## config.mk

```make
export PLATFORM = sky130hd
export DESIGN_NAME = mac_pipe
export DESIGN_NICKNAME = d
export VERILOG_FILES = /design/src/rtl/mac_pkg.sv /design/src/rtl/mac_mult_pipe.sv /design/src/rtl/mac_pipe.sv
export SDC_FILE = /design/constraint.sdc
export NUM_CORES = 2
export LEC_CHECK = 0
export ABC_AREA = 1
export CORE_AREA = 2 2 205 207
export CTS_CLUSTER_DIAMETER = 100
export DETAILED_ROUTE_END_ITERATION = 7
export DIE_AREA = 0 0 207 209
export PLACE_DENSITY_LB_ADDON = 0.25
export SLEW_MARGIN = 0
export SYNTH_ARGS = -nofsm -noshare
export SYNTH_HDL_FRONTEND = slang
export SYNTH_HIERARCHICAL = 1
export SYNTH_SLANG_ARGS = --single-unit
export TNS_END_PERCENT = 20
```

## constraint.sdc

```tcl
create_clock -name clk -period 12.1 [get_ports clk]
set_input_delay 1.21 -clock clk [delete_from_list [all_inputs] [get_ports clk]]
set_output_delay 1.21 -clock clk [all_outputs]
set_load 0.005 [all_outputs]
```

## src/rtl/mac_pkg.sv

```systemverilog
// Shared constants, defaults and side-band type for the mac_pipe block.
package mac_pkg;

   localparam int WIDTH_DEF     = 18;
   localparam int STAGES_DEF    = 1;
   localparam int ACC_WIDTH_DEF = 48;

   localparam logic [1:0] MODE_MUL  = 2'd0;
   localparam logic [1:0] MODE_MAC  = 2'd1;
   localparam logic [1:0] MODE_MSUB = 2'd2;

   // Per-sample control that rides alongside the operands/product.
   typedef struct packed {
      logic [1:0] mode;
      logic       clr;
   } mac_sb_t;

   // Signed overflow of r = x + y, given the three sign bits.
   function automatic logic add_ovf(input logic sx, input logic sy, input logic sr);
      return (sx == sy) && (sr != sx);
   endfunction

endpackage

```

## src/rtl/mac_mult_pipe.sv

```systemverilog
// Input register, operand extension, multiplier and STAGES product registers,
// with the valid bit and per-sample side-band carried in lock-step.
module mac_mult_pipe
   import mac_pkg::*;
#(
   parameter int WIDTH     = WIDTH_DEF,
   parameter int STAGES    = STAGES_DEF,
   parameter int ACC_WIDTH = ACC_WIDTH_DEF
) (
   input  logic                 clk,
   input  logic                 rst,
   input  logic                 en,
   input  logic                 in_valid,
   input  logic [WIDTH-1:0]     a,
   input  logic [WIDTH-1:0]     b,
   input  logic                 signed_a,
   input  logic                 signed_b,
   input  logic [1:0]           mode,
   input  logic                 clr_acc,
   output logic                 prod_valid,
   output logic [ACC_WIDTH-1:0] prod,
   output mac_sb_t              prod_sb
);

   logic signed [WIDTH:0] a_ext_d, a_ext_q;
   logic signed [WIDTH:0] b_ext_d, b_ext_q;
   logic                  in_vld_d, in_vld_q;
   mac_sb_t               in_sb_d, in_sb_q;

   // Capture operands extended by one bit according to their signed flag;
   // data only loads on a real sample, the valid bit follows in_valid.
   always_comb begin
      in_vld_d = in_valid;
      a_ext_d  = a_ext_q;
      b_ext_d  = b_ext_q;
      in_sb_d  = in_sb_q;
      if (in_valid) begin
         a_ext_d      = {signed_a & a[WIDTH-1], a};
         b_ext_d      = {signed_b & b[WIDTH-1], b};
         in_sb_d.mode = mode;
         in_sb_d.clr  = clr_acc;
      end
   end

   // Input register stage.
   always_ff @(posedge clk or posedge rst) begin
      if (rst) begin
         in_vld_q <= 1'b0;
         a_ext_q  <= '0;
         b_ext_q  <= '0;
         in_sb_q  <= '0;
      end else if (en) begin
         in_vld_q <= in_vld_d;
         a_ext_q  <= a_ext_d;
         b_ext_q  <= b_ext_d;
         in_sb_q  <= in_sb_d;
      end
   end

   // Multiply at accumulator width. The exact product of two (WIDTH+1)-bit
   // signed values always fits in 2*WIDTH bits once the sign rules are
   // applied, so the low ACC_WIDTH bits of a signed multiply equal the
   // sign-extended (or, for two unsigned operands, zero-extended) product.
   logic signed [ACC_WIDTH-1:0] a_wide, b_wide, prod0;
   always_comb begin
      a_wide = ACC_WIDTH'(a_ext_q);
      b_wide = ACC_WIDTH'(b_ext_q);
      prod0  = a_wide * b_wide;
   end

   if (STAGES == 0) begin : g_bypass
      assign prod_valid = in_vld_q;
      assign prod       = prod0;
      assign prod_sb    = in_sb_q;
   end else begin : g_stages
      logic    [STAGES-1:0]                vld_pipe_d, vld_pipe_q;
      logic    [STAGES-1:0][ACC_WIDTH-1:0] prod_pipe_d, prod_pipe_q;
      mac_sb_t [STAGES-1:0]                sb_pipe_d, sb_pipe_q;

      // Shift product, valid and side-band one stage per enabled edge.
      always_comb begin
         vld_pipe_d[0]  = in_vld_q;
         prod_pipe_d[0] = prod0;
         sb_pipe_d[0]   = in_sb_q;
         for (int i = 1; i < STAGES; i++) begin
            vld_pipe_d[i]  = vld_pipe_q[i-1];
            prod_pipe_d[i] = prod_pipe_q[i-1];
            sb_pipe_d[i]   = sb_pipe_q[i-1];
         end
      end

      // Product pipeline registers.
      always_ff @(posedge clk or posedge rst) begin
         if (rst) begin
            vld_pipe_q  <= '0;
            prod_pipe_q <= '0;
            sb_pipe_q   <= '0;
         end else if (en) begin
            vld_pipe_q  <= vld_pipe_d;
            prod_pipe_q <= prod_pipe_d;
            sb_pipe_q   <= sb_pipe_d;
         end
      end

      assign prod_valid = vld_pipe_q[STAGES-1];
      assign prod       = prod_pipe_q[STAGES-1];
      assign prod_sb    = sb_pipe_q[STAGES-1];
   end

endmodule

```

## src/rtl/mac_pipe.sv

```systemverilog
// Pipelined multiply / multiply-accumulate / multiply-subtract with a
// wrapping accumulator and sticky signed-overflow flag.
module mac_pipe
   import mac_pkg::*;
#(
   parameter int WIDTH     = WIDTH_DEF,
   parameter int STAGES    = STAGES_DEF,
   parameter int ACC_WIDTH = ACC_WIDTH_DEF
) (
   input  logic                 clk,
   input  logic                 rst,
   input  logic                 en,
   input  logic                 in_valid,
   input  logic [WIDTH-1:0]     a,
   input  logic [WIDTH-1:0]     b,
   input  logic                 signed_a,
   input  logic                 signed_b,
   input  logic [1:0]           mode,
   input  logic                 clr_acc,
   output logic                 out_valid,
   output logic [ACC_WIDTH-1:0] p,
   output logic                 overflow
);

   logic                 prod_valid;
   logic [ACC_WIDTH-1:0] prod;
   mac_sb_t              prod_sb;

   mac_mult_pipe #(
      .WIDTH     (WIDTH),
      .STAGES    (STAGES),
      .ACC_WIDTH (ACC_WIDTH)
   ) u_mult (
      .clk        (clk),
      .rst        (rst),
      .en         (en),
      .in_valid   (in_valid),
      .a          (a),
      .b          (b),
      .signed_a   (signed_a),
      .signed_b   (signed_b),
      .mode       (mode),
      .clr_acc    (clr_acc),
      .prod_valid (prod_valid),
      .prod       (prod),
      .prod_sb    (prod_sb)
   );

   localparam int MSB = ACC_WIDTH - 1;

   logic [ACC_WIDTH-1:0] acc_d, acc_q;
   logic                 ovf_d, ovf_q;
   logic                 out_valid_d, out_valid_q;
   logic [ACC_WIDTH-1:0] base, sum, diff;

   // Accumulator update: clr_acc swaps the running value for zero so MAC
   // loads +prod and MSUB loads -prod; overflow is sticky until a clear or MUL.
   always_comb begin
      base        = prod_sb.clr ? '0 : acc_q;
      sum         = base + prod;
      diff        = base - prod;
      acc_d       = acc_q;
      ovf_d       = ovf_q;
      out_valid_d = prod_valid;
      if (prod_valid) begin
         case (prod_sb.mode)
            MODE_MAC: begin
               acc_d = sum;
               ovf_d = (ovf_q & ~prod_sb.clr) | add_ovf(base[MSB], prod[MSB], sum[MSB]);
            end
            MODE_MSUB: begin
               acc_d = diff;
               ovf_d = (ovf_q & ~prod_sb.clr) | add_ovf(base[MSB], ~prod[MSB], diff[MSB]);
            end
            default: begin
               // MUL and the reserved encoding both load the product.
               acc_d = prod;
               ovf_d = 1'b0;
            end
         endcase
      end
   end

   // Accumulator, overflow and output-valid registers.
   always_ff @(posedge clk or posedge rst) begin
      if (rst) begin
         acc_q       <= '0;
         ovf_q       <= 1'b0;
         out_valid_q <= 1'b0;
      end else if (en) begin
         acc_q       <= acc_d;
         ovf_q       <= ovf_d;
         out_valid_q <= out_valid_d;
      end
   end

   assign p         = acc_q;
   assign overflow  = ovf_q;
   assign out_valid = out_valid_q;

endmodule

```

==> impl_metrics.env <==
export IMPL_vias=28800
export IMPL_fin_setup_tns_ps=0
export IMPL_slowest_stage="dfrtp_1"
export IMPL_synth_top_family_by_area="adder cells"
export IMPL_yosys_area_share_simple=0.280
export IMPL_status="finished, violations left"
export IMPL_crit_start="u_mult/b_ext_q[1]"
export IMPL_netlist_area_leader_share=0.260
export IMPL_clkSinkCount=134
export IMPL_dp_hpwl_um=82600
export IMPL_hold_class="flip-flop to flip-flop"
export IMPL_critPathCapture="u_mult/prod[31]"
export IMPL_skew_ps=20.9
export IMPL_wl_um=104000
export IMPL_worstSkewPairLatency_ps=510
export IMPL_cts_root_buf="clkbuf_16"
export IMPL_cp_max_fo=20
export IMPL_yosysUniqueCellTypes=56
export IMPL_grt_max_degree=63
export IMPL_setup_ws_ps=4890
export IMPL_finalNetCount=4835
export IMPL_synth_area_top_cells="fa_1 26%, nand2_1 15%, inv_1 13%"
export IMPL_die_h_um=209
export IMPL_cts_tree="yes"
export IMPL_antenna_found_initial=0
export IMPL_cpMostUsedCell="fa_1"
export IMPL_synth_area_um2=28500
export IMPL_slew_viol_final=0
export IMPL_finalSetupViolations=0
export IMPL_layout_min_cycle_time_ps=7210
export IMPL_synth_flop_cell="dfrtp_1"
export IMPL_reg2regPathDepth=21
export IMPL_die_x_um=207
export IMPL_final_cell_count_no_fill=4762
export IMPL_synth_compound_area_share=0.0907
export IMPL_grt_pass1_vias=30000
export IMPL_grt_pass1_wl_um=161000
export IMPL_slew_headroom=0.188
export IMPL_maxClockFrequency_mhz=139
export IMPL_r2r_start="u_mult/b_ext_q[1]"
export IMPL_initial_utilization=0.691
export IMPL_pre_cts_ws_ps=4980
export IMPL_core_area_um2=41300
export IMPL_io_pins=95
export IMPL_yosys_area_share_adder=0.352
export IMPL_finalCritPeriodShare=0.596
export IMPL_use_met1=0.539
export IMPL_fp_row_count=75
export IMPL_drt_pass1_iter_count=8
export IMPL_cts_buffers=17
export IMPL_worstPathRequired_ps=12500
export IMPL_rsz0062_at_grt="no"
export IMPL_critPathLaunchType="flip-flop"
export IMPL_fillers=3203
export IMPL_htreeDepth=4
export IMPL_syn_avg_cell_area_um2=6.75
export IMPL_routedWlPerCell_um=21.9
export IMPL_synth_common_cells="1174 x nand2_1, 977 x inv_1, 371 x fa_1"
export IMPL_place_congestion=1.09
export IMPL_antenna_left=0
export IMPL_ys_async_sr_fraction=1.00
export IMPL_yosys_warnings=6
export IMPL_critPathMaxStageDelay_ps=890
export IMPL_cts_resized=0
export IMPL_syn_num_nets=4850
export IMPL_r2r_end="u_mult/prod[31]"
export IMPL_finalHoldViolCount=0
export IMPL_syn_instance_count=4225
export IMPL_syn2layout_area_growth_pct=6.07
export IMPL_die_area_um2=43300
export IMPL_drive_gt1_frac=0.0398
export IMPL_max_cap_violations=0
export IMPL_diodes=0
export IMPL_clk_path_buf_depth=2
export IMPL_grt_busiest_layer="met2"
export IMPL_synth_largest_area_cell="fa_1"
export IMPL_synthMuxAreaShare=0
export IMPL_synth_seq_cells=134
export IMPL_grt_usage=0.492
export IMPL_synthXorXnorAreaFrac=0.00430
export IMPL_ff2ff_setup_slack_ps=4890
export IMPL_io_buffer_count=94
export IMPL_worstSetupPathType="flip-flop to flip-flop"
export IMPL_post_cts_buffers=0
export IMPL_synth_edf_count=0
export IMPL_synth_seq_area_share=0.118
export IMPL_worstMarginPinSlew_ps=1220
export IMPL_via_per_inst=6.04
export IMPL_clk_pin_slew_ps=80
export IMPL_use_met3=0.113
export IMPL_overflow=0
export IMPL_crit_chain="nand2_1 > fa_1 > inv_1 > fa_1 > fa_1 > inv_1 > fa_1 > inv_1 > fa_1 > inv_1 > fa_1 > inv_1 > ha_1 > ha_1 > nand2_2 > inv_2 > a21oi_1 > a21boi_0 > nand4_1 > nand3_1 > nand2_1"
export IMPL_placed_cells=4730
export IMPL_yosysMostFrequentCell="nand2_1"
export IMPL_cp_end_kind="flip-flop"
export IMPL_met2_usage=0.792
export IMPL_hold_buffers=0
export IMPL_drc=3
export IMPL_cp_arrival_ps=7610
export IMPL_drt_initial_drc_count=3454
export IMPL_violations="DRC"
[layer usage]
metal | wire length [um] | vias to the layer above
met2 | 47600 | 2053
met3 | 11000 | 730
met5 | 0 | -
met1 | 34200 | 13300
met4 | 11500 | 0
li1 | - | 12700
[worst max-delay path, delay by kind of cell (launching register included)]
kind / cells / cell delay (ps)
simple gates: 5 / 700
flops: 1 / 890
buf+inv: 6 / 700
compound gates: 2 / 560
fa+ha+maj: 8 / 4230
[sequential cells by signal, summed over array words and instances (netlist names), 3 cells and up]
register / cells
u_mult/a_ext_q: 19
p: 48
u_mult/prod_sb: 3
u_mult/b_ext_q: 19
u_mult/g_stages.sb_pipe_d: 3
u_mult/prod: 38
[how the worst min path moves through the flow]
stage | start | cells after the start | endpoint
6_report | u_mult/g_stages.sb_pipe_d[1] | 2 | u_mult/prod_sb[1]
5_1_grt | u_mult/g_stages.sb_pipe_d[2] | 2 | u_mult/g_stages.sb_pipe_d[2]
2_1_floorplan | u_mult/g_stages.sb_pipe_d[1] | 2 | u_mult/prod_sb[1]
3_5_place_dp | u_mult/g_stages.sb_pipe_d[1] | 2 | u_mult/prod_sb[1]
4_1_cts | u_mult/g_stages.sb_pipe_d[1] | 2 | u_mult/prod_sb[1]
3_3_place_gp | u_mult/g_stages.sb_pipe_d[1] | 2 | u_mult/prod_sb[1]
[final cells by class]
type | instances | area, um^2 | share of cell area
Clock inverter | 15 | 173 | 0.00571
Multi-Input combinational cell | 2941 | 20700 | 0.685
Timing Repair Buffer | 122 | 1150 | 0.0381
Tap cell | 539 | 674 | 0.0223
Sequential cell | 134 | 3350 | 0.111
Inverter | 994 | 3740 | 0.124
Clock buffer | 17 | 425 | 0.0141
[cells by family after synthesis]
kind of cell | count (synthesis)
compound gates | 461
xor+xnor | 14
fa+ha+maj | 580
buf+inv | 1150
flops | 134
simple gates | 1886
[per-stage QoR]
step	cell area [um^2]	util	hold WS, ps
finish	30200	0.732	473
global route	30200	0.732	508
CTS	30200	0.732	469
detailed placement	29600	0.718	463
global placement	29600	0.718	456
floorplan	28500	-	446
[layout by cell type (no fill, tap or decap), types with 55 or more instances in the layout]
cell type	netlist	layout
nand2_1	1174	1173
inv_1	977	974
fa_1	371	371
nor2_1	309	309
nand3_1	230	230
ha_1	209	209
a21oi_1	191	191
o21ai_0	143	143
dfrtp_1	134	133
clkdlybuf4s50_1	0	94
nand4_1	55	55
Power is left out: the tool's default activity adds up to more than one toggle a clock period on the data nets, which glitch-free logic cannot reach.
